<file path="src/rtl/armleocpu_mem_arbiter.sv">
// Two-master Avalon-MM arbiter: PTW (m0, read-only) and cache (m1) share one bus port.
// Single-beat transactions, round-robin on ties, read data valid routed to the owner only.
module armleocpu_mem_arbiter (
    input  logic        clk,
    input  logic        async_rst_n,

    input  logic [33:0] m0_address,
    input  logic        m0_read,
    output logic        m0_waitrequest,
    output logic [31:0] m0_readdata,
    output logic        m0_readdatavalid,
    output logic [1:0]  m0_response,

    input  logic [33:0] m1_address,
    input  logic        m1_read,
    input  logic        m1_write,
    input  logic [31:0] m1_writedata,
    input  logic [3:0]  m1_byteenable,
    output logic        m1_waitrequest,
    output logic [31:0] m1_readdata,
    output logic        m1_readdatavalid,
    output logic [1:0]  m1_response,

    output logic [33:0] avl_address,
    output logic        avl_read,
    output logic        avl_write,
    output logic [31:0] avl_writedata,
    output logic [3:0]  avl_byteenable,
    input  logic        avl_waitrequest,
    input  logic [31:0] avl_readdata,
    input  logic        avl_readdatavalid,
    input  logic [1:0]  avl_response
);

    typedef enum logic [1:0] {
        IDLE = 2'd0,
        CMD  = 2'd1,
        RESP = 2'd2
    } state_t;

    state_t state, state_nxt;
    logic   owner;
    logic   last;

    logic   req0, req1, any_req, winner;
    logic   sel_read, sel_write;
    logic   rdv_window;

    assign req0    = m0_read;
    assign req1    = m1_read | m1_write;
    assign any_req = req0 | req1;
    // On a tie the master that did not win last time goes next.
    assign winner  = (req0 && req1) ? ~last : req1;

    // m1 read+write together is illegal; it is treated as a read.
    assign sel_read  = owner ? m1_read : m0_read;
    assign sel_write = owner ? (m1_write & ~m1_read) : 1'b0;

    always_ff @(posedge clk or negedge async_rst_n) begin
        if (!async_rst_n) begin
            state <= IDLE;
            owner <= 1'b0;
            last  <= 1'b1;
        end else begin
            state <= state_nxt;
            if (state == IDLE && any_req) begin
                owner <= winner;
                last  <= winner;
            end
        end
    end

    always_comb begin
        state_nxt = state;
        case (state)
            IDLE: begin
                if (any_req)
                    state_nxt = CMD;
            end
            CMD: begin
                if (!avl_waitrequest) begin
                    if (sel_read && !avl_readdatavalid)
                        state_nxt = RESP;
                    else
                        state_nxt = IDLE;
                end
            end
            RESP: begin
                if (avl_readdatavalid)
                    state_nxt = IDLE;
            end
            default: state_nxt = IDLE;
        endcase
    end

    // Address/data follow the owner continuously; only the command strobes are gated by state.
    assign avl_address    = owner ? m1_address : m0_address;
    assign avl_writedata  = owner ? m1_writedata : 32'h0;
    assign avl_byteenable = owner ? m1_byteenable : 4'hF;
    assign avl_read       = (state == CMD) && sel_read;
    assign avl_write      = (state == CMD) && sel_write;

    assign m0_waitrequest = !((state == CMD) && !owner) || avl_waitrequest;
    assign m1_waitrequest = !((state == CMD) &&  owner) || avl_waitrequest;

    // Data valid is only trusted once a read has been accepted; stale beats in IDLE are dropped.
    assign rdv_window = ((state == CMD) && sel_read && !avl_waitrequest) || (state == RESP);

    assign m0_readdatavalid = rdv_window && !owner && avl_readdatavalid;
    assign m1_readdatavalid = rdv_window &&  owner && avl_readdatavalid;

    assign m0_readdata = avl_readdata;
    assign m1_readdata = avl_readdata;
    assign m0_response = avl_response;
    assign m1_response = avl_response;

endmodule

</file>
<file path="config.mk">
export PLATFORM = sky130hd
export DESIGN_NAME = armleocpu_mem_arbiter
export DESIGN_NICKNAME = d
export VERILOG_FILES = /design/src/rtl/armleocpu_mem_arbiter.sv
export SDC_FILE = /design/constraint.sdc
export NUM_CORES = 1
export LEC_CHECK = 0
export ABC_AREA = 1
export BUFFER_PORTS_ARGS = -buffer_cell sky130_fd_sc_hd__buf_4
export CAP_MARGIN = 20
export CORE_AREA = 2 2 112 114
export CTS_CLUSTER_SIZE = 40
export DETAILED_ROUTE_END_ITERATION = 10
export DIE_AREA = 0 0 114 116
export GPL_TIMING_DRIVEN = 0
export SLEW_MARGIN = 20
export SYNTH_ARGS = -nofsm -noshare
export SYNTH_HDL_FRONTEND = slang
export SYNTH_SLANG_ARGS = --single-unit
export TNS_END_PERCENT = 50
</file>
<file path="constraint.sdc">
create_clock -name clk -period 1 [get_ports clk]
set_input_delay 0.05 -clock clk [delete_from_list [all_inputs] [get_ports clk]]
set_output_delay 0.05 -clock clk [all_outputs]
set_load 0.01 [all_outputs]
</file>
==> flow_summary.ini <==
[run_status]
status = complete, but fails checks
violations = setup timing

[timing]
finalMaxSlewViolations = 0
max_clock_freq_mhz = 742
hold_viol = 0
fin_worst_skew_ns = 0.00110
finalCritPeriodShare = 1.35
maxSlewHeadroom = 0.865
tightestPinTransition_ns = 0.203
fin_crit_ns = 1.35
fin_setup_tns_ns = -19.79
setup_viol = 77
setup_slack_ns = -0.347
rsz0062_at_grt = true

[finish]
nNetsFinal = 695
antenna_cells = 0
fin_cells = 696
final_layout_size_suffix_gt1_frac = 0.636
areaGrowthSynthToFinish_pct = 152
finalInstanceArea_sq_um = 3760

[yosys]
synth_area_sq_um = 1500
ys_ff_latch = 4
synth_area_leaders = nand2_1 (36%), buf_4 (35%), inv_1 (10%)
yosysMostFrequentCell = nand2_1
synth_top_area_frac = 0.361
synth_area_leader_cell = nand2_1
synth_common_cells = nand2_1 (144), buf_4 (69), inv_1 (40), buf_2 (8), nand3_1 (5)
synthDistinctLibCells = 15
synth_nets = 435
ys_warn_count = 0
async_reset_ff_frac = 1.00
synth_seq_area_share = 0.0677
synth_flop_cell = dfrtp_1
synthCells = 290
synth_edf_count = 0
avgSynthCellArea_sq_um = 5.16

[setup_path]
path_class = reg -> out
cp_cell_sequence = buf_6 > inv_8 > buf_6 > or2_1 > buf_4
crit_buf_inv = 4
start_kind = flip-flop
slowest_stage = dfrtp_1
cp_max_fo = 10
crit_path_end_kind = output pin
slowest_delay_ns = 0.34
worstPathRequired_ns = 0.95
crit_family = buffers and inverters
arrival_ns = 1.30
critPathMostFrequentCell = buf_6

[place]
gp_congestion = 0.792
dp.cells = 691
placedInstanceArea_sq_um = 3590
io_buffer_count = 254
hpwl_mm = 6.46

[route]
drtAntennaViolNets = 0
wl_mm = 7.39
drc = 0
drtIter0Drc = 58
routed-via-count = 2369
routed_via_density = 3.40
wl_per_cell_microns = 10.6
drt-pass1-iter-count = 4

[cts]
cts_sinks = 4
insertion_delay_ns = 0.23
clock_path_buffers = 2
cts_buffers = 3
htreeDepth = 1
cts_tree = built
clkSlewWorstSetupHoldPaths_ns = 0.03
cts_root_buf = clkbuf_16

[min_path]
min_path_type = in -> reg

[flow_run]
max_cap_violations = 0

[global_routing]
gr-total-overflow = 0
antenna_found_initial = 0
grt.total_usage = 0.0926
grt_max_degree = 11
grt_pass1_wl_mm = 10.0
grt_pass1_vias = 2143

[floorplan]
core.rowCount = 40
dieArea_sq_um = 13200
initial_core_util = 0.126
core-area_sq_um = 11900
die_x_microns = 114
die_y_microns = 116
ios = 289

[power]
power.density_nw_per_um2 = 1760
leakagePower_nw = 2.45
peakVddDrop_mv = 1.14
-- power by group --
group          leakage [nW]  switching (W)  internal [W]
clock network        0.0382       0.000126      0.000528
logic                  2.37        0.00288       0.00279
registers            0.0474      0.0000538      0.000254
total                  2.45        0.00306       0.00357
-- what timing repair did --
action,4_1_cts,5_1_grt
hold buffers,1,0
pin swaps,3,2
buffers inserted,1,0
cloned,0,0
resized for setup,14,10
setup endpoints to repair,77,80
hold endpoints to repair,4,0
-- worst paths after layout --
check | from | endpoint | slack, ns | cells after the start
min in group asynchronous | async_rst_n | state[1] | 0.15 | 2
worst min register to register | last | last | 0.48 | 2
worst max register to register | state[1] | state[1] | -0.01 | 4
worst max-delay path | owner | avl_byteenable[2] | -0.35 | 5
max in group asynchronous | async_rst_n | last | 0.65 | 2
worst min-delay path | avl_waitrequest | state[0] | 0.09 | 3
-- cells in the final DEF (no fill, tap or decap), drive strengths merged --
cell type and instances:
a21oi 3, buf 333, clkbuf 5, dfrtp 3, dfstp 1, dlygate4sd3 1, inv 41, nand2 144
nand3 5, nor2 5, o21ai 4, or2 4
-- state kept, by name, summed over array words and instances (netlist names) --
name	cells
owner	1
last	1
state	2
-- layout make-up --
type / count / area (sq um)
fillers: 1353 / 8150
clock buffers: 4 / 78.8
plain buffers: 79 / 614
repair buffers: 256 / 1930
well taps: 147 / 184
inverters: 41 / 161
flip-flops and latches: 4 / 101
multi-input cells: 165 / 696
-- per-stage QoR --
| stage | utilization | worst slack (ns) | power (W) | hold slack, ns |
|---|---|---|---|---|
| 4_1_cts | 0.313 | -0.361 | 0.00664 | 0.0882 |
| 2_1_floorplan | - | 0.00995 | 0.00299 | -0.246 |
| 3_3_place_gp | 0.301 | -0.179 | 0.00576 | -0.151 |
| 6_report | 0.316 | -0.347 | 0.00663 | 0.0877 |
| 5_1_grt | 0.316 | -0.394 | 0.00722 | 0.108 |
| 3_5_place_dp | 0.301 | -0.208 | 0.00578 | -0.147 |
-- cells by family (layout without fill, tap and decap cells) --
| kind of cell | after synthesis | in the layout | share of synthesized area |
|---|---|---|---|
| compound gates | 7 | 7 | 0.0234 |
| simple gates | 158 | 158 | 0.409 |
| buf+inv | 121 | 380 | 0.500 |
| flops | 4 | 4 | 0.0677 |
-- worst reg2reg max path, cell delays in order (launching register included) --
cell and delay (ns):
dfrtp_1 0.43, nor2_4 0.21, nand2_1 0.12, nand2_1 0.07
o21ai_1 0.06
-- routing by layer --
layer  vias up  track usage  routed length [microns]  share of wire
li1       1278            -                        -              -
met1       946        0.111                     2770           0.37
met2       133        0.169                     3800           0.51
met3        12       0.0194                      723          0.098
met4         0       0.0220                       99          0.013
met5         -            0                        0              0
No activity file was read; power rests on OpenSTA's default activity.
